**config.mk**
```make
export PLATFORM = sky130hd
export DESIGN_NAME = vram_wr_arb
export DESIGN_NICKNAME = d
export VERILOG_FILES = /design/src/rtl/vdp_pkg.sv /design/src/rtl/rr_pick.sv /design/src/rtl/vram_wr_arb.sv
export SDC_FILE = /design/constraint.sdc
export NUM_CORES = 1
export LEC_CHECK = 0
export ABC_AREA = 1
export BUFFER_PORTS_ARGS = -buffer_cell sky130_fd_sc_hd__buf_2
export CELL_PAD_IN_SITES_DETAIL_PLACEMENT = 1
export CELL_PAD_IN_SITES_GLOBAL_PLACEMENT = 1
export CORE_ASPECT_RATIO = 1.2
export CORE_UTILIZATION = 33
export DETAILED_ROUTE_END_ITERATION = 6
export PLACE_DENSITY = 0.89
export SLEW_MARGIN = 20
export SYNTH_ARGS = -nofsm -noshare
export SYNTH_HDL_FRONTEND = slang
export SYNTH_HIERARCHICAL = 1
export SYNTH_SLANG_ARGS = --single-unit
```
**constraint.sdc**
```tcl
create_clock -name CLOCK_50 -period 2.42 [get_ports CLOCK_50]
set_input_delay 0.242 -clock CLOCK_50 [delete_from_list [all_inputs] [get_ports CLOCK_50]]
set_output_delay 0.242 -clock CLOCK_50 [all_outputs]
set_load 0.01 [all_outputs]
```
**src/rtl/vdp_pkg.sv**
```systemverilog
// Shared video-subsystem constants and types: frame geometry, pixel/address
// widths and the write-arbiter state encoding.
package vdp_pkg;

    localparam int FRAME_W      = 280;
    localparam int FRAME_H      = 192;
    localparam int FRAME_PIXELS = FRAME_W * FRAME_H;
    localparam int PIX_W        = 24;
    localparam int VADR_W       = 16;

    typedef logic [PIX_W-1:0]  pixel_t;
    typedef logic [VADR_W-1:0] vadr_t;

    typedef enum logic {
        ARB_IDLE,
        ARB_FILL
    } arb_state_t;

endpackage

```
**src/rtl/rr_pick.sv**
```systemverilog
// Combinational round-robin picker: first asserted valid at or above ptr,
// wrapping modulo NREQ, returned as one-hot grant plus binary index.
module rr_pick #(
    parameter int NREQ = 3,
    parameter int IW   = $clog2(NREQ)
) (
    input  logic [NREQ-1:0] valid,
    input  logic [IW-1:0]   ptr,
    output logic [NREQ-1:0] gnt,
    output logic [IW-1:0]   idx,
    output logic            any
);

    always_comb begin
        int j;
        j   = 0;
        gnt = '0;
        idx = '0;
        any = 1'b0;
        for (int k = 0; k < NREQ; k++) begin
            j = int'(ptr) + k;
            if (j >= NREQ) j = j - NREQ;
            if (!any && valid[j]) begin
                any    = 1'b1;
                gnt[j] = 1'b1;
                idx    = IW'(j);
            end
        end
    end

endmodule

```
**src/rtl/vram_wr_arb.sv**
```systemverilog
// VRAM write-port arbiter: round-robin sharing among NREQ pixel producers,
// with a frame-fill engine that takes the port exclusively while clearing.
module vram_wr_arb
    import vdp_pkg::*;
#(
    parameter int DW     = PIX_W,
    parameter int AW     = VADR_W,
    parameter int NREQ   = 3,
    parameter int PIXELS = FRAME_PIXELS
) (
    input  logic             CLOCK_50,
    input  logic             reset,
    input  logic [NREQ-1:0]  req_valid,
    output logic [NREQ-1:0]  req_ready,
    input  logic [NREQ*AW-1:0] req_adr,
    input  logic [NREQ*DW-1:0] req_d,
    input  logic             clr_start,
    input  logic [DW-1:0]    clr_color,
    output logic             clr_busy,
    output logic             clr_done,
    output logic             vram_we,
    output logic [AW-1:0]    vram_wadr,
    output logic [DW-1:0]    vram_d,
    output logic [2:0]       gnt_id
);

    localparam int IW = $clog2(NREQ);
    localparam logic [AW-1:0] LAST = AW'(PIXELS - 1);

    arb_state_t      state;
    logic [IW-1:0]   rr_ptr;
    logic [AW-1:0]   cnt;
    logic [DW-1:0]   color;

    logic [NREQ-1:0] pick_gnt;
    logic [IW-1:0]   pick_idx;
    logic            pick_any;
    logic            accept;
    logic [AW-1:0]   sel_adr;
    logic [DW-1:0]   sel_d;

    rr_pick #(.NREQ(NREQ), .IW(IW)) u_pick (
        .valid (req_valid),
        .ptr   (rr_ptr),
        .gnt   (pick_gnt),
        .idx   (pick_idx),
        .any   (pick_any)
    );

    // A fill request wins over requesters presented in the same cycle.
    always_comb begin
        req_ready = '0;
        accept    = 1'b0;
        if (!reset && state == ARB_IDLE && !clr_start) begin
            req_ready = pick_gnt;
            accept    = pick_any;
        end
    end

    always_comb begin
        sel_adr = '0;
        sel_d   = '0;
        for (int i = 0; i < NREQ; i++) begin
            if (pick_gnt[i]) begin
                sel_adr = req_adr[i*AW +: AW];
                sel_d   = req_d[i*DW +: DW];
            end
        end
    end

    always_ff @(posedge CLOCK_50) begin
        if (reset) begin
            state     <= ARB_IDLE;
            rr_ptr    <= '0;
            cnt       <= '0;
            color     <= '0;
            vram_we   <= 1'b0;
            vram_wadr <= '0;
            vram_d    <= '0;
            gnt_id    <= '0;
            clr_busy  <= 1'b0;
            clr_done  <= 1'b0;
        end else begin
            vram_we  <= 1'b0;
            clr_done <= 1'b0;
            case (state)
                ARB_IDLE: begin
                    if (clr_start) begin
                        state    <= ARB_FILL;
                        color    <= clr_color;
                        cnt      <= '0;
                        clr_busy <= 1'b1;
                    end else if (accept) begin
                        vram_we   <= 1'b1;
                        vram_wadr <= sel_adr;
                        vram_d    <= sel_d;
                        gnt_id    <= 3'(pick_idx);
                        rr_ptr    <= (pick_idx == IW'(NREQ - 1)) ? '0 : pick_idx + 1'b1;
                    end
                end
                ARB_FILL: begin
                    vram_we   <= 1'b1;
                    vram_wadr <= cnt;
                    vram_d    <= color;
                    // Busy drops in the same cycle done pulses with the last write.
                    if (cnt == LAST) begin
                        state    <= ARB_IDLE;
                        clr_done <= 1'b1;
                        clr_busy <= 1'b0;
                    end else begin
                        cnt <= cnt + 1'b1;
                    end
                end
                default: state <= ARB_IDLE;
            endcase
        end
    end

endmodule

```
==> results.md, run 1 <==
- Ys Warns: 6
- Overall routing resource usage: 0.280
- Total core area: 14,600 µm²
- CP required: 2.18 ns
- MaxCap Viol Count: 0
- Share of cells above drive strength 1: 0.305
- Via density: 5.23
- TritonCTS clock tree: done
- Die width: 114 µm
- P_int: 2.98 mW
- Area grow syn2layout: 37.4%
- Leak Pwr: 3.01 nW
- Sw Pwr: 1.53 mW
- Syn nets: 942
- Root Buffer: clkbuf_16
- Fmax: 422 MHz
- Pwr dens: 655 nW/µm²
- Largest net degree at the start of global routing: 56
- Die area: 15,700 µm²
- Setup TNS: 0 ns
- WL final: 21,600 µm
- Floorplan row count: 48
- Crit Path Max Fanout: 11
- Final hold vios: 0
- Final Cycle Share: 0.979
- Final Max Tran Viols: 0
- I/O pins: 199
- Avg WL per Cell: 18.3 µm
- Skew final: 0.0135 ns
- GRT overflow: 0
- Netlist cell types: 29
- Reg power frac: 0.352
- Setup violators final: 0
- Yosys reg bits: 88
- Peak VDD IR: 0.319 mV
- Status: complete, no violations
- Seq/Total Area, Yosys: 0.352
- Fin nets: 1,130
- Worst hold path type: in2reg
- R2R depth: 12
- Antenna-violating nets left: 0
- Synthesized area: 5010 µm²
- DRC Markers: 0
- Critical path startpoint category: flip-flop
- Sw Share: 0.340
- Min Tclk post-route: 2.37 ns
- Clock-pin transition on the worst setup and hold timing paths: 0.07 ns
- Hold_ws: 0.181 ns
- DP HPWL: 14,200 µm
- DRT iter0 DRCs: 224
- Synth Instances: 787
- Total CTS buffers: 9
- Vias in the first global route: 6,494
- Clock power frac: 0.324
- Worst-margin pin slew: 0.659 ns
- Initial Util: 0.343
- Final core occ: 0.471
- Crit. End Element: output port
- Headroom to the max-slew limit: 0.561
- GP Congestion: 0.852
- Unrepaired setup endpoints after global routing: yes
- Worst-skew pair later-pin latency: 0.34 ns
- Clock sink count: 88
- Die height: 137 µm
- Syn_area_per_cell: 6.36 µm²
- Htree depth: 3
- First-pass DRT Iterations: 4
- WP data arrival: 2.13 ns
- Logic gate share of total power: 0.324
- Port Buffer Count: 197
- Routed via count: 6,164
- Diodes inserted: 0
- Initial antenna violation count: 2
- Hold Crit Depth: 3
- First-pass GRT wire length: 33,200 µm
- Kind of critical path: reg2out
- CTS max path bufs: 2
[critical path: stages, from the launching register on]
cell and delay [ns]:
dfxtp_4 0.35, buf_4 0.14, ha_4 0.17, nand2_1 0.07, nand3_2 0.11, nand2_4 0.12
nand2_2 0.09, inv_4 0.08, nand3_4 0.08, nand2_4 0.10, inv_2 0.06, buf_12 0.15
nor2_2 0.09, buf_2 0.14
[repair_timing]
action,CTS,global route
pin swaps,4,7
endpoints found under the setup margin,39,40
hold buffers,0,0
cloned,4,0
resized for setup,15,13
buffers inserted,9,1
[registers in the layout (all words and copies together), names as in the netlist, 2 cells and up]
name / flops
rr_ptr: 2
vram_wadr: 16
cnt: 16
color: 24
vram_d: 24
gnt_id: 2
[final timing paths]
path | startpoint | end | slack, ns
setup / recovery | rr_ptr[0] | req_ready[2] | 0.05
hold / removal | clr_color[3] | color[3] | 0.18
setup reg to reg | rr_ptr[0] | rr_ptr[1] | 0.10
hold reg to reg | color[8] | color[8] | 0.46
[kinds of logic (layout without fill, tap and decap cells)]
family / Yosys count / in the layout / synth area share
and+or+nand+nor: 343 / 343 / 0.298
AOI/OAI and AO/OA: 230 / 230 / 0.235
buffers and inverters: 120 / 312 / 0.101
DFF: 88 / 88 / 0.352
adders and majority gates: 5 / 5 / 0.0125
other: 1 / 1 / 0.000749
[layout by cell type, fill, tap and decap left out, types with 2 or more instances in the layout]
master	synthesis	final
ha_2	0	2
nor2_4	3	3
inv_2	10	12
nand4_1	3	3
o21ai_0	74	74
or2_1	2	2
nand3_1	71	67
o21ai_1	36	36
buf_12	1	11
nor2_1	122	121
nor2_2	2	3
dfxtp_1	88	86
nand3_4	1	2
inv_1	56	52
ha_4	0	2
clkinv_4	0	2
bufbuf_16	0	4
clkbuf_16	0	9
inv_4	0	2
buf_2	10	197
a21oi_2	2	4
a21oi_1	116	114
nand2_4	3	5
nand2_1	127	122
buf_4	7	18
nand2_2	4	7
nand3_2	5	8
[power groups by stage]
stage	Sequential [mW]	Clock (mW)	Combinational (mW)
floorplan	1.63	0	0.661
CTS	1.59	1.48	1.43
detailed placement	1.62	0	1.18
global route	1.59	1.54	1.58
global placement	1.61	0	1.15
finish	1.59	1.46	1.46
[layout make-up]
cell class / count / area (µm²)
clock buffer: 10 / 239
clock inverter: 5 / 66.3
fill: 1989 / 7710
inverter: 67 / 256
multi-input combinational: 579 / 2830
sequential: 88 / 1770
tap: 200 / 250
timing repair buffer: 230 / 1470
[cell usage after synthesis, drive strengths merged]
cell type | instances | area share
a21oi | 118 | 0.12
buf | 19 | 0.025
clkbuf | 34 | 0.026
clkinv | 1 | 0.00075
conb | 1 | 0.00075
dfxtp | 88 | 0.35
ha | 5 | 0.012
inv | 66 | 0.049
nand2 | 134 | 0.11
nand3 | 77 | 0.084
nand4 | 3 | 0.0037
nor2 | 127 | 0.10
o21ai | 111 | 0.11
o31ai | 1 | 0.0042
or2 | 2 | 0.0025
[metal layers]
| layer | vias up | global-route usage | wire (µm) |
|---|---|---|---|
| li1 | 2948 | - | - |
| met5 | - | 0 | 0 |
| met1 | 2944 | 0.302 | 8220 |
| met4 | 0 | 0.158 | 843 |
| met3 | 54 | 0.0686 | 1290 |
| met2 | 218 | 0.498 | 11300 |
[metrics by stage]
step | power, mW | std cells | setup slack (ns) | instance area [µm²]
2_1_floorplan | 2.29 | 787 | 0.225 | 5010
3_3_place_gp | 2.76 | 1150 | 0.00635 | 6250
3_5_place_dp | 2.80 | 1150 | -0.0824 | 6250
4_1_cts | 4.49 | 1178 | 0.0119 | 6820
5_1_grt | 4.71 | 1179 | -0.0378 | 6880
6_report | 4.51 | 1179 | 0.0510 | 6880
Note: power is estimated with default switching activity, not from simulation.
==> inputs of run 2 (changes only) <==
--- a/config.mk
+++ b/config.mk
@@ -12,6 +12,8 @@
 export CORE_ASPECT_RATIO = 1.2
 export CORE_UTILIZATION = 33
 export DETAILED_ROUTE_END_ITERATION = 6
+export GPL_ROUTABILITY_DRIVEN = 1
+export GPL_TIMING_DRIVEN = 0
 export PLACE_DENSITY = 0.89
 export SLEW_MARGIN = 20
 export SYNTH_ARGS = -nofsm -noshare
==> run 2 against run 1 <==
  * The run now ends with negative setup slack left
  * Utilization is 0.73 points higher
  * Non-clock buffer count increased by 34
  * Critical path depth is 1 lower
  * Routed wire length increased by 1.7%
  * Setup slack lost 0.093 ns
  * Die area unchanged
  * Hold slack worse by 0.0099 ns
  * Sequential share of layout area decreased by 0.36 points
  * Flip-flop and latch count unchanged
  * Clock skew decreased by 0.0050 ns
==> results.md, run 2 (synthesis results as in run 1) <==
- Overall routing resource usage: 0.271
- Fin nets: 1,164
- Initial antenna violation count: 1
- Port Buffer Count: 197
- Setup TNS: -0.0787 ns
- Commonest non-fill, non-tap cell in the layout: buf_2
- Routed via count: 6,371
- Total CTS buffers: 9
- Floorplan row count: 48
- Status: finished with violations
- Die area: 15,700 µm²
- Crit-path slowest cell: dfxtp_4
- Vias in the first global route: 6,507
- Die height: 137 µm
- I/O pins: 199
- DRC Markers: 0
- Final hold vios: 0
- Area grow syn2layout: 39.5%
- CTS max path bufs: 2
- CP required: 2.18 ns
- Crit path largest cell delay: 0.37 ns
- Final Cycle Share: 1.02
- Cells after DPL: 1,184
- Skew final: 0.00847 ns
- Worst-margin pin slew: 0.665 ns
- Largest net degree at the start of global routing: 16
- Antenna-violating nets left: 0
- WL final: 22,000 µm
- Clock-pin transition on the worst setup and hold timing paths: 0.07 ns
- Critical path startpoint category: flip-flop
- Htree depth: 3
- Headroom to the max-slew limit: 0.557
- Avg WL per Cell: 18.1 µm
- WP data arrival: 2.22 ns
- Leak Pwr: 3.05 nW
- DRT iter0 DRCs: 366
- Via density: 5.24
- Worst path cell trace: inv_4 -> ha_4 -> o21ai_0 -> nand2_1 -> nand2_2 -> inv_4 -> nand3_1 -> nand2_2 -> buf_8 -> inv_2 -> nor2_1 -> buf_2
- Crit. End Element: output port
- Share of cells above drive strength 1: 0.320
- Final Max Tran Viols: 0
- Setup violators final: 3
- Peak VDD IR: 0.319 mV
- Crit Path Max Fanout: 7
- Clock sink count: 88
- MaxCap Viol Count: 0
- TritonCTS clock tree: done
- Top flop regs: color: 24 flops, vram_d: 24 flops
- Die width: 114 µm
- Place WS: -0.567 ns
- Setup ws final: -0.0423 ns
- GRT overflow: 0
- Total core area: 14,600 µm²
- Pwr dens: 660 nW/µm²
- Fin cells: 1,215
- Worst-skew pair later-pin latency: 0.36 ns
- Hold_ws: 0.171 ns
- Root Buffer: clkbuf_16
- First-pass GRT wire length: 32,500 µm
- Initial Util: 0.343
- Unrepaired setup endpoints after global routing: yes
- Worst hold path type: in2reg
- GP Congestion: 0.883
- Commonest non-fill, non-tap cells in the layout: buf_2, nand2_1, nor2_1
- Failing checks: negative setup slack
- Kind of critical path: reg2out
- DP HPWL: 15,700 µm
- Min Tclk post-route: 2.46 ns
- Fmax: 406 MHz
- First-pass DRT Iterations: 5
==> run 2: cell count changes in the layout (fill, tap and decap cells not counted), sizes merged <==
| cell | previous run | this run |
|---|---|---|
| diode | 0 | 1 |
| buf | 226 | 239 |
| clkbuf | 10 | 35 |
| bufbuf | 4 | 0 |
| inv | 67 | 68 |
| clkinv | 3 | 1 |
| bufinv | 1 | 3 |
==> run 2: cell type report <==
| cell class | count | area, µm² |
|---|---|---|
| Fill cell | 1987 | 7610 |
| Sequential cell | 88 | 1770 |
| Multi-Input combinational cell | 579 | 2860 |
| Inverter | 67 | 274 |
| Antenna cell | 1 | 2.50 |
| Timing Repair Buffer | 216 | 1160 |
| Clock buffer | 10 | 229 |
| Buffer | 48 | 332 |
| Tap cell | 200 | 250 |
| Clock inverter | 6 | 115 |
==> run 2: final timing paths <==
kind         slack (ns)  depth (start not counted)           from      endpoint
max               -0.04                         12      rr_ptr[0]  req_ready[0]
min                0.17                          3  clr_color[13]     color[13]
max reg2reg       -0.01                         14      rr_ptr[0]    vram_d[20]
min reg2reg        0.45                          2       color[9]      color[9]
==> run 2: per-layer routing <==
layer	global-route usage	vias to the layer above	wire [µm]	share of wire
met3	0.0624	58	1360	0.062
met5	0	-	0	0
met2	0.498	239	11500	0.52
met4	0.133	0	811	0.037
li1	-	3022	-	-
met1	0.289	3052	8370	0.38
==> run 2: power by group <==
part / leakage, nW / total [mW] / internal, mW / switching [mW]
combinational: 2.17 / 1.37 / 0.535 / 0.838
sequential: 0.720 / 1.59 / 1.54 / 0.0518
clock: 0.164 / 1.65 / 1.02 / 0.628
==> run 2: per-stage QoR <==
step,instance area [µm²],total power [mW],utilization
after global placement,6240,2.71,0.428
final,6990,4.61,0.479
after floorplan,5010,2.29,-
after CTS,6760,4.48,0.463
after detailed placement,6240,2.75,0.428
after global routing,6990,4.80,0.479
==> run 2: what timing repair did <==
action	in CTS	in global routing
hold endpoints to repair	0	0
pin swaps	6	15
setup endpoints to repair	44	43
hold buffers	0	0
gates resized for setup	39	71
buffers inserted	7	12
==> run 2: worst max-delay path, delay by kind of cell (launching register included) <==
kind | cells | cell delay (ns)
buffers and inverters | 5 | 0.44
adders and majority gates | 1 | 0.27
DFF | 1 | 0.37
AOI/OAI and AO/OA | 1 | 0.27
and+or+nand+nor | 5 | 0.52
